File: src/rtl/seven_seg_scanner.sv
// -----------------------------------------------------------------------------
// seven_seg_scanner
//
// Multiplexed 7-segment display driver. The slow square wave from the
// frequency divider is used as a scan tick. Each rising tick edge (detected
// in the clk domain) advances a dwell counter. After DWELL ticks the scanner
// moves to the next digit. Between digits there is always one clk with every
// anode off, so the previous digit's segment pattern cannot ghost onto the
// next one. All digit values are captured into a shadow register once per
// frame (when o_frame pulses). A change to i_value in mid-frame therefore
// cannot tear the display.
//
// Handshake / timing: there is no valid/ready pair. i_tick is treated purely
// as a level. adv = i_tick & ~tick_d is high for exactly one clk per tick
// period. i_en low forces IDLE on the next clk and wins over adv.
//
// Ports:
//   clk      in   system clock
//   rst      in   asynchronous reset, active-high
//   i_tick   in   divided clock (scan tick), used as a level
//   i_en     in   display enable
//   i_value  in   4*N_DIGITS hex nibbles, digit 0 = bits [3:0] (rightmost)
//   i_dp     in   N_DIGITS decimal-point requests
//   o_seg    out  segments {g,f,e,d,c,b,a}
//   o_dp     out  decimal point of the active digit
//   o_an     out  one-hot digit enable
//   o_frame  out  one-clk pulse when a new frame snapshot is taken
//
// Optional feature (macro SEVEN_SEG_LEADING_ZERO_BLANK_EN):
//   When this macro is defined, digits above the most significant non-zero
//   nibble of the shadow value show every segment off. The anode still
//   scans, and the decimal point still follows the shadow. Digit 0 is always
//   shown.
// -----------------------------------------------------------------------------
module seven_seg_scanner #(
   parameter int N_DIGITS       = 4,
   parameter int DWELL          = 1,
   parameter int SEG_ACTIVE_LOW = 1,
   parameter int AN_ACTIVE_LOW  = 1
) (
   input  logic                  clk,
   input  logic                  rst,
   input  logic                  i_tick,
   input  logic                  i_en,
   input  logic [4*N_DIGITS-1:0] i_value,
   input  logic [N_DIGITS-1:0]   i_dp,
   output logic [6:0]            o_seg,
   output logic                  o_dp,
   output logic [N_DIGITS-1:0]   o_an,
   output logic                  o_frame
);

   localparam int DIW = (N_DIGITS > 1) ? $clog2(N_DIGITS) : 1;
   localparam int CW  = (DWELL > 1) ? $clog2(DWELL) : 1;

   localparam logic [DIW-1:0]      LAST_DIGIT = DIW'(N_DIGITS - 1);
   localparam logic [CW-1:0]       LAST_DWELL = CW'(DWELL - 1);
   localparam logic                SEG_INV    = (SEG_ACTIVE_LOW != 0);
   localparam logic                AN_INV     = (AN_ACTIVE_LOW != 0);
   localparam logic [6:0]          SEG_OFF    = {7{SEG_INV}};
   localparam logic [N_DIGITS-1:0] AN_OFF     = {N_DIGITS{AN_INV}};

   typedef enum logic [1:0] {
      IDLE  = 2'd0,
      BLANK = 2'd1,
      SHOW  = 2'd2
   } state_t;

   state_t                state, state_nxt;
   logic [DIW-1:0]        digit, digit_nxt;
   logic [CW-1:0]         dwell, dwell_nxt;
   logic                  tick_d;
   logic                  adv;
   logic                  snap;
   logic [4*N_DIGITS-1:0] shadow_value, shadow_value_nxt;
   logic [N_DIGITS-1:0]   shadow_dp, shadow_dp_nxt;
   logic [N_DIGITS-1:0]   keep;

   logic [6:0]            seg_nxt;
   logic                  dp_nxt;
   logic [N_DIGITS-1:0]   an_nxt;
   logic [N_DIGITS-1:0]   an_hot;
   logic [3:0]            nibble;
   logic [6:0]            seg_hi;

   assign adv = i_tick & ~tick_d;

   // Active-high segment pattern {g,f,e,d,c,b,a}.
   function automatic logic [6:0] decode(input logic [3:0] n);
      logic [6:0] s;
      case (n)
         4'h0:    s = 7'b0111111;
         4'h1:    s = 7'b0000110;
         4'h2:    s = 7'b1011011;
         4'h3:    s = 7'b1001111;
         4'h4:    s = 7'b1100110;
         4'h5:    s = 7'b1101101;
         4'h6:    s = 7'b1111101;
         4'h7:    s = 7'b0000111;
         4'h8:    s = 7'b1111111;
         4'h9:    s = 7'b1101111;
         4'hA:    s = 7'b1110111;
         4'hB:    s = 7'b1111100;
         4'hC:    s = 7'b0111001;
         4'hD:    s = 7'b1011110;
         4'hE:    s = 7'b1111001;
         default: s = 7'b1110001;
      endcase
      return s;
   endfunction

   // -------------------------------------------------------------------------
   // State register. The outputs are registered alongside the state, so they
   // are computed from the next-state values.
   // -------------------------------------------------------------------------
   always_ff @(posedge clk or posedge rst) begin
      if (rst) begin
         state        <= IDLE;
         digit        <= '0;
         dwell        <= '0;
         tick_d       <= 1'b0;
         shadow_value <= '0;
         shadow_dp    <= '0;
         o_seg        <= SEG_OFF;
         o_dp         <= SEG_INV;
         o_an         <= AN_OFF;
         o_frame      <= 1'b0;
      end else begin
         state        <= state_nxt;
         digit        <= digit_nxt;
         dwell        <= dwell_nxt;
         tick_d       <= i_tick;
         shadow_value <= shadow_value_nxt;
         shadow_dp    <= shadow_dp_nxt;
         o_seg        <= seg_nxt;
         o_dp         <= dp_nxt;
         o_an         <= an_nxt;
         o_frame      <= snap;
      end
   end

   // -------------------------------------------------------------------------
   // Next-state logic
   // -------------------------------------------------------------------------
   always_comb begin
      state_nxt = state;
      digit_nxt = digit;
      dwell_nxt = dwell;
      snap      = 1'b0;
      if (!i_en) begin
         state_nxt = IDLE;
         digit_nxt = '0;
         dwell_nxt = '0;
      end else begin
         case (state)
            IDLE: begin
               if (adv) begin
                  snap      = 1'b1;
                  state_nxt = BLANK;
                  digit_nxt = '0;
                  dwell_nxt = '0;
               end
            end
            BLANK: state_nxt = SHOW;
            SHOW: begin
               if (adv) begin
                  if (dwell == LAST_DWELL) begin
                     dwell_nxt = '0;
                     state_nxt = BLANK;
                     if (digit == LAST_DIGIT) begin
                        // Frame wrap: the new snapshot is taken in the same
                        // clk as the entry into BLANK.
                        digit_nxt = '0;
                        snap      = 1'b1;
                     end else begin
                        digit_nxt = digit + 1'b1;
                     end
                  end else begin
                     dwell_nxt = dwell + 1'b1;
                  end
               end
            end
            default: state_nxt = IDLE;
         endcase
      end
   end

   assign shadow_value_nxt = snap ? i_value : shadow_value;
   assign shadow_dp_nxt    = snap ? i_dp    : shadow_dp;

`ifdef SEVEN_SEG_LEADING_ZERO_BLANK_EN
   // keep[k] is set when some nibble at index >= k is non-zero. Digit 0 is
   // always kept. This mask is taken from the shadow, so it changes only at
   // frame boundaries.
   always_comb begin
      logic seen;
      seen = 1'b0;
      keep = '0;
      for (int k = N_DIGITS - 1; k >= 1; k--) begin
         seen    = seen | (shadow_value_nxt[4*k +: 4] != 4'h0);
         keep[k] = seen;
      end
      keep[0] = 1'b1;
   end
`else
   assign keep = '1;
`endif

   // -------------------------------------------------------------------------
   // Output logic (registered above)
   // -------------------------------------------------------------------------
   always_comb begin
      nibble         = shadow_value_nxt[{digit_nxt, 2'b00} +: 4];
      seg_hi         = keep[digit_nxt] ? decode(nibble) : 7'b0000000;
      an_hot         = '0;
      an_hot[digit_nxt] = 1'b1;
      seg_nxt        = SEG_OFF;
      dp_nxt         = SEG_INV;
      an_nxt         = AN_OFF;
      if (state_nxt == SHOW) begin
         seg_nxt = seg_hi ^ SEG_OFF;
         dp_nxt  = shadow_dp_nxt[digit_nxt] ^ SEG_INV;
         an_nxt  = an_hot ^ AN_OFF;
      end
   end

endmodule

File: config.mk
export PLATFORM = sky130hd
export DESIGN_NAME = seven_seg_scanner
export DESIGN_NICKNAME = d
export VERILOG_FILES = /design/src/rtl/seven_seg_scanner.sv
export SDC_FILE = /design/constraint.sdc
export NUM_CORES = 1
export LEC_CHECK = 0
export BUFFER_PORTS_ARGS = -buffer_cell sky130_fd_sc_hd__buf_2
export CORE_MARGIN = 2
export CORE_UTILIZATION = 51
export CTS_CLUSTER_DIAMETER = 30
export DETAILED_ROUTE_END_ITERATION = 8
export PLACE_DENSITY = 0.85
export SYNTH_ARGS = -nofsm -noshare
export SYNTH_HDL_FRONTEND = slang
export SYNTH_SLANG_ARGS = --single-unit
File: constraint.sdc
create_clock -name clk -period 3.1 [get_ports clk]
set_input_delay 0.155 -clock clk [delete_from_list [all_inputs] [get_ports clk]]
set_output_delay 0.155 -clock clk [all_outputs]
set_load 0.005 [all_outputs]
==> reports/results.ini, run 1 <==
[drt]
drt_first_pass_iters = 4
via_per_inst = 5.44
routed_wl_mm = 3.83
vias = 1436
drc = 0
drtIter0Drc = 96
antenna_left = 0
routedWlPerCell_um = 14.5

[die]
coreArea_mm2 = 0.00366
fp.dieArea_mm2 = 0.00433
rows = 22
die_w_um = 65.8
die_y_um = 65.8
ios = 37
initial_core_util = 0.532

[final_layout]
layout_common_cells = 36 x buf_2, 26 x dfrtp_1, 19 x nand2_1
layout_commonest_cell = buf_2
fin_nets = 246
nFillCells = 304
layout-drive-gt1-share = 0.394
area_growth_pct = 19.3
fin_util = 0.634
diodes = 0
fin_area_mm2 = 0.00232

[global_route]
grt_pass1_wl_mm = 6.57
grt_pass1_vias = 1401
grt_max_degree = 39
antenna_found_initial = 0
grt.total_usage = 0.207
grt_overflow = 0

[worst_setup_path]
cp-startpoint = digit[1]
crit_required_ns = 3.28
timing.rr.end = o_seg[3]
critPathMaxFanout = 10
crit_path_start_kind = flip-flop
slowest_delay_ns = 0.39
critPathKind = flip-flop to flip-flop
reg2reg_depth = 12
cp.arrival_ns = 3.02
r2r_start = digit[1]
worstSetupPathDepth = 12
reg2reg_setup_slack_ns = 0.27
cpLargestDelayFamily = multiplexers
end_kind = flip-flop
crit_buf_inv = 2
path_cells = ha_1, nand2b_1, nand3_2, mux2_1, mux2i_1, mux2i_2, inv_1, ha_1, inv_1, mux2i_1, nor3b_1, a31oi_1
slowest_stage = dfrtp_1

[power]
p_per_area_mw_per_mm2 = 529
p_leak_nw = 1.02
peakVddDrop_mv = 0.348
p_clk_frac = 0.283
p_switching_mw = 0.349
p_sw_frac = 0.284
seq_power_share = 0.486
combPwrFrac = 0.231
intPower_mw = 0.879
finalPower_mw = 1.23

[timing]
period_minus_slack_ns = 2.83
fmax_mhz = 353
finalSetupTns_ns = 0
worst_pin_slew_ns = 0.884
whs_ns = 0.0545
rsz0062_at_grt = false
hold_viol = 0
finClkSkew_ns = 0.00548
slew_viol_final = 0
period_share = 0.913
slew_headroom = 0.408
finalSetupViolCount = 0

[logic_synthesis]
yosys_most_used_dff = dfrtp_1
ys_seq_area_frac = 0.496
netlist.area_leader.share = 0.334
yosysWarnings = 0
synthArstFlopShare = 1.00
synth_cell_types = 42
syn_nets = 202
synth-edff-count = 0
synth_top_cell_by_area = dfrtp_1
synth.area.top_cells = dfrtp_1 33%, dfstp_2 16%, mux2_2 7.5%
netlist_area_mm2 = 0.00195
synth_area_per_cell_um2 = 11.4
synth_cells = 171
synth_seq_cells = 38

[flow_run]
cap_viol_max_count = 0

[placed_design]
routabilityCongestion = 0.943
postPlaceCellArea_mm2 = 0.00220
place.port_buffers = 36
dp_hpwl_mm = 2.78

[clock_network]
cts.path.max_buffers = 2
cts.clk_slew.worst_paths_ns = 0.07
insertion_delay_ns = 0.29
cts-buffers-inserted = 5
root_buffer = clkbuf_8
cts_tree = built
post-cts-setup-buffers = 0
htreeDepth = 2
cts.sinks = 38

[worst_hold_path]
worstHoldStart = i_value[7]
holdPathEnd = shadow_value[7]
holdCritPathClass = primary input to flip-flop
min_path_cells = 3

[run_status]
status = finished clean

-- worst reg2reg max path: stages (launching register included) --
cell	delay, ns
dfrtp_1	0.39
ha_1	0.24
nand2b_1	0.26
nand3_2	0.27
mux2_1	0.31
mux2i_1	0.09
mux2i_2	0.33
inv_1	0.14
ha_1	0.22
inv_1	0.10
mux2i_1	0.08
nor3b_1	0.24
a31oi_1	0.06
-- metal layers --
metal  vias to the layer above  share of wire  global-route usage
met5                         -              0                   0
met4                         0          0.020              0.0781
met3                         6          0.060              0.0664
met2                        41           0.48               0.319
met1                       696           0.44               0.274
li1                        693              -                   -
-- synth_stat cells, types with 2 or more instances --
master and number:
nor3b_1 2, o2bb2ai_1 2, inv_2 2, nand3_1 6
mux2i_1 10, nand2_1 19, ha_1 7, buf_2 3
o21ai_1 4, o21ai_0 5, o211ai_1 3, dfstp_2 12
nand3b_1 4, o32ai_1 2, a31oi_1 2, nand2b_1 3
inv_1 9, dfrtp_1 26, nor2_1 4, mux2_2 13
o21a_1 2, nor2b_1 2, o221ai_1 2, clkbuf_1 4
mux2_1 6
-- metrics by stage --
step / cells / setup slack, ns
2_1_floorplan: 171 / 0.560
3_3_place_gp: 254 / 0.219
3_5_place_dp: 254 / 0.0896
4_1_cts: 264 / 0.0529
5_1_grt: 264 / 0.0351
6_report: 264 / 0.269
-- worst max-delay path by stage --
stage               endpoint  slack [ns]
floorplan           o_seg[3]        0.56
global placement    o_seg[3]        0.22
detailed placement  o_seg[3]        0.09
CTS                 o_seg[3]        0.05
global route        o_seg[3]        0.04
finish              o_seg[3]        0.27
-- cells by family (layout without fill, tap and decap cells) --
kind of cell               count (synthesis)  after routing  share of synthesized area
and+or+nand+nor                           48             48                      0.136
DFF                                       38             38                      0.496
muxes                                     30             30                      0.169
AOI/OAI and AO/OA                         29             29                      0.112
buffers and inverters                     19             64                     0.0424
adders and majority gates                  7              7                     0.0450
-- layout make-up --
type                       instances  area, um^2  share of cell area
inverter                          11        41.3              0.0178
clock inverter                     1        5.00             0.00216
clock buffer                       7        86.3              0.0372
timing repair buffer              45         253               0.109
tap                               48        60.1              0.0259
multi-input combinational        114         911               0.392
sequential                        38         966               0.416
-- power groups by stage --
stage                     clock [mW]  combinational, mW  sequential (mW)
after floorplan                    0              0.211            0.595
after global placement             0              0.267            0.603
after detailed placement           0              0.276            0.606
after CTS                      0.358              0.279            0.597
after global routing           0.383              0.320            0.603
final                          0.348              0.284            0.597
-- registers in the layout, summed over array words and instances (netlist names) --
register,flops
o_seg,7
shadow_value,16
o_dp,1
state,2
o_an,4
o_frame,1
digit,2
tick_d,1
shadow_dp,4
-- repair_timing --
item / 4_1_cts / 5_1_grt
gates resized for setup: 0 / 3
setup endpoints to repair: 0 / 6
hold buffers: 2 / 0
hold endpoints to repair: 27 / 0
No activity file was read; power rests on OpenSTA's default activity.
==> run 2, diff against run 1 <==
CAP_MARGIN = 20   (was default)
clock period = 3.15 ns   (was 3.1 ns; I/O delays follow)
==> reports/results.ini, run 2 (synthesized netlist as in run 1, its figures left out) <==
[power]
p_switching_mw = 0.345  ; -1.3%
intPower_mw = 0.944  ; +7.4%
combPwrFrac = 0.216  ; -0.015
peakVddDrop_mv = 0.531  ; +52%
seq_power_share = 0.455  ; -0.031
p_leak_nw = 1.02  ; about the same
p_sw_frac = 0.267  ; -0.0169
p_clk_frac = 0.330  ; +0.047
p_per_area_mw_per_mm2 = 553  ; +4.6%

[die]
coreArea_mm2 = 0.00366  ; unchanged
die_w_um = 65.8  ; unchanged
ios = 37  ; unchanged
rows = 22  ; unchanged
die_y_um = 65.8  ; unchanged
initial_core_util = 0.532  ; unchanged
fp.dieArea_mm2 = 0.00433  ; unchanged

[global_route]
grt.total_usage = 0.203  ; -0.00456
grt_pass1_vias = 1437  ; +2.6%
grt_pass1_wl_mm = 6.49  ; -1.2%
grt_overflow = 0  ; unchanged
grt_max_degree = 23  ; -41%
antenna_found_initial = 0  ; unchanged

[timing]
period_share = 0.924  ; +0.0114
finalSetupViolCount = 0  ; unchanged
finalSetupTns_ns = 0  ; unchanged
hold_viol = 0  ; unchanged
rsz0062_at_grt = false
slew_viol_final = 0  ; unchanged
worst_pin_slew_ns = 0.923  ; +0.0392 ns
slew_headroom = 0.382  ; -0.0262
fmax_mhz = 343  ; -2.8%
whs_ns = 0.000707  ; -0.0538 ns
period_minus_slack_ns = 2.91  ; +0.0816 ns
finClkSkew_ns = 0.00657  ; +0.00109 ns

[final_layout]
layout_top_registers = shadow_value x16, o_seg x7
fin_nets = 244  ; -0.81%
regMostFlops = shadow_value
largest_reg_flops = 16  ; unchanged
layout_common_cells = 36 x buf_2, 26 x dfrtp_1, 19 x nand2_1
stdcell_count = 262  ; -0.76%
layout_commonest_cell = buf_2
diodes = 0  ; unchanged
area_growth_pct = 19.7
layout-drive-gt1-share = 0.393  ; -0.000995
fin_area_mm2 = 0.00233  ; +0.32%

[worst_setup_path]
critPathKind = flip-flop to flip-flop
reg2reg_setup_slack_ns = 0.24  ; -0.03 ns
crit_required_ns = 3.33  ; +0.05 ns
cp.arrival_ns = 3.09  ; +0.07 ns
end_kind = flip-flop
slowest_stage = dfrtp_1
crit_buf_inv = 1  ; -1
timing.rr.end = o_seg[3]
cpLargestDelayFamily = multiplexers
slowest_delay_ns = 0.39  ; about the same
critPathMaxFanout = 10  ; unchanged
r2r_start = digit[1]
path_cells = ha_1, nand2b_1, nand3_2, mux2_2, mux2i_1, mux2i_1, inv_1, ha_1, mux2i_1, nor3b_1, a31oi_1
reg2reg_depth = 11  ; -1
critPathMostFrequentCell = mux2i_1
crit_path_start_kind = flip-flop

[drt]
vias = 1440  ; +0.28%
routed_wl_mm = 3.89  ; +1.4%
via_per_inst = 5.50  ; +1.0%
drt_first_pass_iters = 4  ; unchanged
antenna_left = 0  ; unchanged
drtIter0Drc = 100  ; +4.2%
drc = 0  ; unchanged
routedWlPerCell_um = 14.8  ; +2.2%

[clock_network]
root_buffer = clkbuf_8
cts_tree = built
hold_buffers = 0  ; -2
cts.path.max_buffers = 2  ; unchanged
cts.clk_slew.worst_paths_ns = 0.07  ; about the same
htreeDepth = 2  ; unchanged
cts.sinks = 38  ; unchanged
cts-buffers-inserted = 5  ; unchanged
insertion_delay_ns = 0.29  ; about the same

[flow_run]
cap_viol_max_count = 0  ; unchanged

[worst_hold_path]
holdCritPathClass = primary input to asynchronous set/reset pin

[placed_design]
dp_hpwl_mm = 2.91  ; +4.6%
routabilityCongestion = 0.928  ; -1.6%
place.port_buffers = 36  ; unchanged
postPlaceCellArea_mm2 = 0.00220  ; unchanged
dp_cells = 254  ; unchanged

[run_status]
status = finished clean

[run 2: what timing repair did]
item / in CTS / in global routing
resized for setup: 0 / 3
setup endpoints to repair: 0 / 6
setup buffers: 0 / 0
[run 2: worst max-delay path by stage]
| stage | start | endpoint | slack, ns | cells past startpoint |
|---|---|---|---|---|
| detailed placement | state[0] | o_seg[3] | 0.04 | 10 |
| CTS | state[0] | o_seg[3] | 0.04 | 10 |
| global placement | state[0] | o_seg[3] | 0.19 | 10 |
| floorplan | state[0] | o_seg[3] | 0.61 | 11 |
| global route | digit[1] | o_seg[3] | 0.01 | 11 |
| finish | digit[1] | o_seg[3] | 0.24 | 11 |
[run 2: routing by layer]
layer | vias to the layer above | track usage | part of all wire
met5 | - | 0 | 0
met4 | 0 | 0.0938 | 0.021
met3 | 11 | 0.0613 | 0.063
met2 | 47 | 0.332 | 0.50
met1 | 689 | 0.245 | 0.41
li1 | 693 | - | -
[run 2: area by class of cell]
class                   count  area, um^2
clock buffers               7        86.3
inverters                  11        41.3
multi-input cells         114         913
repair buffers             43         233
flip-flops and latches     38         966
well taps                  48        60.1
clock inverters             1        30.0
fillers                   288        1330
[run 2: per-stage QoR]
| step | utilization | worst slack [ns] | power, mW |
|---|---|---|---|
| 2_1_floorplan | - | 0.610 | 0.793 |
| 3_3_place_gp | 0.600 | 0.186 | 0.855 |
| 3_5_place_dp | 0.600 | 0.0402 | 0.869 |
| 4_1_cts | 0.632 | 0.0388 | 1.30 |
| 5_1_grt | 0.636 | 0.0136 | 1.37 |
| 6_report | 0.636 | 0.238 | 1.29 |
[run 2: worst reg2reg max path: stages (launching register included)]
cell and delay (ns):
dfrtp_1 0.39, ha_1 0.22, nand2b_1 0.25, nand3_2 0.27
mux2_2 0.32, mux2i_1 0.07, mux2i_1 0.39, inv_1 0.18
ha_1 0.34, mux2i_1 0.07, nor3b_1 0.22, a31oi_1 0.07
[run 2: power groups by stage]
stage               Sequential [mW]  Clock, mW  Combinational (mW)
floorplan                     0.585          0               0.207
global placement              0.591          0               0.264
detailed placement            0.595          0               0.274
CTS                           0.586      0.436               0.275
global route                  0.594      0.461               0.311
finish                        0.586      0.425               0.278
